===== src/rtl/xregf_wr_arb.sv =====
// Write-port arbiter for the Versat register file: merges host and engine
// writes into one registered write per cycle, host-first with engine anti-starvation.
module xregf_wr_arb #(
    parameter int DATA_W   = 32,
    parameter int ADDR_W   = 4,
    parameter int MAX_WAIT = 4
) (
    input  logic              clk,
    input  logic              rst,
    input  logic              host_req,
    input  logic [ADDR_W-1:0] host_addr,
    input  logic [DATA_W-1:0] host_data,
    output logic              host_ack,
    input  logic              eng_req,
    input  logic [ADDR_W-1:0] eng_addr,
    input  logic [DATA_W-1:0] eng_data,
    output logic              eng_ack,
    output logic              regf_we,
    output logic [ADDR_W-1:0] regf_addr,
    output logic [DATA_W-1:0] regf_data,
    input  logic              cnt_clr,
    output logic [7:0]        conflict_cnt
);

    localparam logic [3:0] WAIT_LIM = 4'(MAX_WAIT);

    logic              regf_we_q, regf_we_d;
    logic [ADDR_W-1:0] regf_addr_q, regf_addr_d;
    logic [DATA_W-1:0] regf_data_q, regf_data_d;
    logic [3:0]        eng_wait_q, eng_wait_d;
    logic [7:0]        cnt_q, cnt_d;
    logic              eng_prio;

    // Grants depend only on requests and internal wait state, never on regf_* outputs.
    always_comb begin
        eng_prio = (eng_wait_q >= WAIT_LIM);
        host_ack = ~rst & host_req & ~(eng_req & eng_prio);
        eng_ack  = ~rst & eng_req & (~host_req | eng_prio);
    end

    always_comb begin
        regf_we_d   = host_ack | eng_ack;
        regf_addr_d = regf_addr_q;
        regf_data_d = regf_data_q;
        if (host_ack) begin
            regf_addr_d = host_addr;
            regf_data_d = host_data;
        end else if (eng_ack) begin
            regf_addr_d = eng_addr;
            regf_data_d = eng_data;
        end

        eng_wait_d = eng_wait_q;
        if (!eng_req || eng_ack) begin
            eng_wait_d = '0;
        end else if (eng_wait_q < WAIT_LIM) begin
            eng_wait_d = eng_wait_q + 4'd1;
        end

        cnt_d = cnt_q;
        if (cnt_clr) begin
            cnt_d = '0;
        end else if (host_req && eng_req && cnt_q != 8'hFF) begin
            cnt_d = cnt_q + 8'd1;
        end
    end

    always_ff @(posedge clk or posedge rst) begin
        if (rst) begin
            regf_we_q   <= 1'b0;
            regf_addr_q <= '0;
            regf_data_q <= '0;
            eng_wait_q  <= '0;
            cnt_q       <= '0;
        end else begin
            regf_we_q   <= regf_we_d;
            regf_addr_q <= regf_addr_d;
            regf_data_q <= regf_data_d;
            eng_wait_q  <= eng_wait_d;
            cnt_q       <= cnt_d;
        end
    end

    assign regf_we      = regf_we_q;
    assign regf_addr    = regf_addr_q;
    assign regf_data    = regf_data_q;
    assign conflict_cnt = cnt_q;

endmodule


===== config.mk =====
export PLATFORM = sky130hd
export DESIGN_NAME = xregf_wr_arb
export DESIGN_NICKNAME = d
export VERILOG_FILES = /design/src/rtl/xregf_wr_arb.sv
export SDC_FILE = /design/constraint.sdc
export NUM_CORES = 1
export LEC_CHECK = 0
export BUFFER_PORTS_ARGS = -buffer_cell sky130_fd_sc_hd__buf_4
export CORE_AREA = 2 2 87 89
export DETAILED_ROUTE_END_ITERATION = 10
export DIE_AREA = 0 0 89 91
export HOLD_SLACK_MARGIN = 0.1
export PLACE_DENSITY = 0.68
export SLEW_MARGIN = 10
export SYNTH_ARGS = -nofsm -noshare
export SYNTH_HDL_FRONTEND = slang
export SYNTH_SLANG_ARGS = --single-unit

===== constraint.sdc =====
create_clock -name clk -period 2.7 [get_ports clk]
set_clock_uncertainty 0.05 [all_clocks]
set_input_delay 0.54 -clock clk [delete_from_list [all_inputs] [get_ports clk]]
set_output_delay 0.54 -clock clk [all_outputs]
set_load 0.05 [all_outputs]

==> impl_metrics.env <==
export IMPL_drt_iter0_drc=68
export IMPL_grt_max_degree=51
export IMPL_switching_power_mw=0.778
export IMPL_fp_dieH_um=91
export IMPL_async_flop_share=1.00
export IMPL_worst_ep_arrival_time_ps=1620
export IMPL_max_freq_ghz=0.453
export IMPL_dpl_cell_count=488
export IMPL_final_util=0.539
export IMPL_p_int_mw=1.28
export IMPL_worst_pin_slew_ps=615
export IMPL_cp_start_kind="register"
export IMPL_yosysMostFrequentCell="dfrtp_1"
export IMPL_cts_buffers_inserted=5
export IMPL_fin_crit_sh=0.818
export IMPL_synth_distinct_cells=35
export IMPL_cp_slowest_stage_delay_ps=490
export IMPL_io_pins=124
export IMPL_static_leakage_power_nw=1.88
export IMPL_cts_max_level=2
export IMPL_dp_hpwl_mm=5.02
export IMPL_finalCriticalPeriod_ps=2210
export IMPL_antenna_found_initial=0
export IMPL_dieArea_um2=8100
export IMPL_clk_pin_slew_ps=90
export IMPL_finalHoldViolCount=0
export IMPL_fin_tns_setup_ps=0
export IMPL_clockBufferDepth=2
export IMPL_yosys_top_cells_count="49 x dfrtp_1, 44 x nand2_1, 42 x inv_1"
export IMPL_outcome="finished, final reports clean"
export IMPL_hp_class="in -> async"
export IMPL_synth_edf_count=0
export IMPL_numPortBuffers=123
export IMPL_pwr_density_cell_nw_per_um2=535
export IMPL_area_growth_syn_to_layout_pct=37.8
export IMPL_ys_seq_area_frac=0.439
export IMPL_post_cts_buffers=0
export IMPL_critical_path_max_fanout=20
export IMPL_ir_worst_vdd_mv=0.203
export IMPL_cts_root_buf="clkbuf_8"
export IMPL_synth_top_area_cell="dfrtp_1"
export IMPL_wl_per_cell_um=14.1
export IMPL_first_global_vias=2404
export IMPL_grtUsageTotal=0.177
export IMPL_grt_setup_unrepaired="false"
export IMPL_fin_ws_ps=492
export IMPL_tritoncts="built"
export IMPL_pwr_share_seq=0.422
export IMPL_diodes=0
export IMPL_synth_area_leaders="dfrtp_1 44%, o311ai_2 17%, nand3_1 6.8%, nand2_1 5.9%, inv_1 5.7%"
export IMPL_grt_pass1_wl_mm=11.6
export IMPL_setup_viol=0
export IMPL_firstDrtPassIters=4
export IMPL_cp_buffers_inverters=1
export IMPL_worstSetupPathType="reg -> out"
export IMPL_synthesis_instances=283
export IMPL_relSlewSlack=0.590
export IMPL_ys_flop_type="dfrtp_1"
export IMPL_syn_area_um2=2790
export IMPL_maxSlewViolCount=0
export IMPL_postSynthAreaPerCell_um2=9.86
export IMPL_drt_wl_total_mm=7.01
export IMPL_synth_nets=362
export IMPL_ys_ff_latch=49
export IMPL_cts_sinks=49
export IMPL_grt_ovfl_total=0
export IMPL_ant_nets=0
export IMPL_floorplan_initialDensity=0.391
export IMPL_switching_share=0.378
export IMPL_combPwrFrac=0.374
export IMPL_via_per_inst=4.99
export IMPL_pwr_share_clk=0.204
export IMPL_worstSetupEndpointType="output port"
export IMPL_final_cells=496
export IMPL_fp_coreArea_um2=7140
export IMPL_place_area_um2=3760
export IMPL_holdBufCountCts=0
export IMPL_synth_top_cell_area_share=0.439
export IMPL_vias=2477
export IMPL_worst_endpoint_required_ps=2110
export IMPL_die_w_um=89
export IMPL_cts_resized=0
export IMPL_drcViolationCount=0
export IMPL_synth_warnings=0
export IMPL_gp_congestion=0.816
export IMPL_cp_top_family="flip-flops"
export IMPL_drv_cap=0
export IMPL_worstSkewPairLatency_ps=300
export IMPL_crit_slowest_cell="dfrtp_1"
export IMPL_nets=475
export IMPL_pre_cts_ws_ps=635
export IMPL_std_cell_rows=31
export IMPL_crit_chain="o21ai_4 -> and2_4 -> buf_4"
export IMPL_drive_above_1_share=0.436
export IMPL_design_area_um2=3840
==> through the flow <==
stage / hold WS (ps) / total power [mW]
final: 414 / 2.06
after global routing: 415 / 2.16
after CTS: 410 / 2.08
after detailed placement: 445 / 1.66
after global placement: 440 / 1.65
after floorplan: 517 / 1.39
==> final cells by class <==
| class | count | area (µm²) |
|---|---|---|
| Clock inverter | 2 | 10.0 |
| Tap cell | 99 | 124 |
| Clock buffer | 6 | 72.6 |
| Inverter | 42 | 161 |
| Multi-Input combinational cell | 169 | 1270 |
| Sequential cell | 49 | 1230 |
| Timing Repair Buffer | 129 | 981 |
| Fill cell | 695 | 3290 |
==> kinds of logic (layout without fill, tap and decap cells) <==
logic type | count (synthesis) | in the layout | share of synthesized area
flops | 49 | 49 | 0.439
buf+inv | 65 | 179 | 0.109
mux | 5 | 5 | 0.0193
compound gates | 56 | 56 | 0.242
simple gates | 106 | 106 | 0.182
fa+ha+maj | 2 | 2 | 0.00897
==> worst register-to-register path: stages, from the launching register on <==
cell	delay, ps
dfrtp_1	450
ha_1	270
and3_1	230
a211oi_1	330
mux2_2	370
==> final timing paths <==
| path | start | end | slack, ps | cells after the start |
|---|---|---|---|---|
| worst max-delay path | eng_wait_q[2] | host_ack | 490 | 3 |
| worst min-delay path | rst | eng_wait_q[0] | 410 | 3 |
| worst max register to register | conflict_cnt[0] | conflict_cnt[4] | 900 | 4 |
| worst min register to register | regf_data[24] | regf_data[24] | 460 | 2 |
| max in group asynchronous | rst | regf_data[14] | 1770 | 3 |
| min in group clk | cnt_clr | conflict_cnt[2] | 420 | 2 |
==> power by group through the flow <==
stage,sequential [mW],combinational (mW),clock (mW)
CTS,0.870,0.779,0.435
floorplan,1.16,0.235,0
global route,0.880,0.821,0.464
global placement,0.882,0.771,0
finish,0.868,0.770,0.419
detailed placement,0.883,0.779,0
==> flip-flops by register name (all words and copies together), names as in the netlist <==
signal	count
regf_data	32
regf_addr	4
eng_wait_q	4
conflict_cnt	8
regf_we	1
==> per-layer routing <==
metal	track usage	vias up	share of wire
met5	0	-	0
met4	0.0398	0	0.011
met3	0.0427	7	0.073
met2	0.285	89	0.48
met1	0.241	1168	0.43
li1	-	1213	-
==> cell usage in the layout, fill, tap and decap left out, types with 5 or more instances in the layout <==
master / n
buf_4: 128
dfrtp_1: 49
nand2_1: 44
inv_1: 41
nand3_1: 38
o311ai_2: 29
o311ai_0: 7
nor2_1: 5
o21ai_0: 5
clkbuf_8: 5
Power figures use the tool's default switching activity.
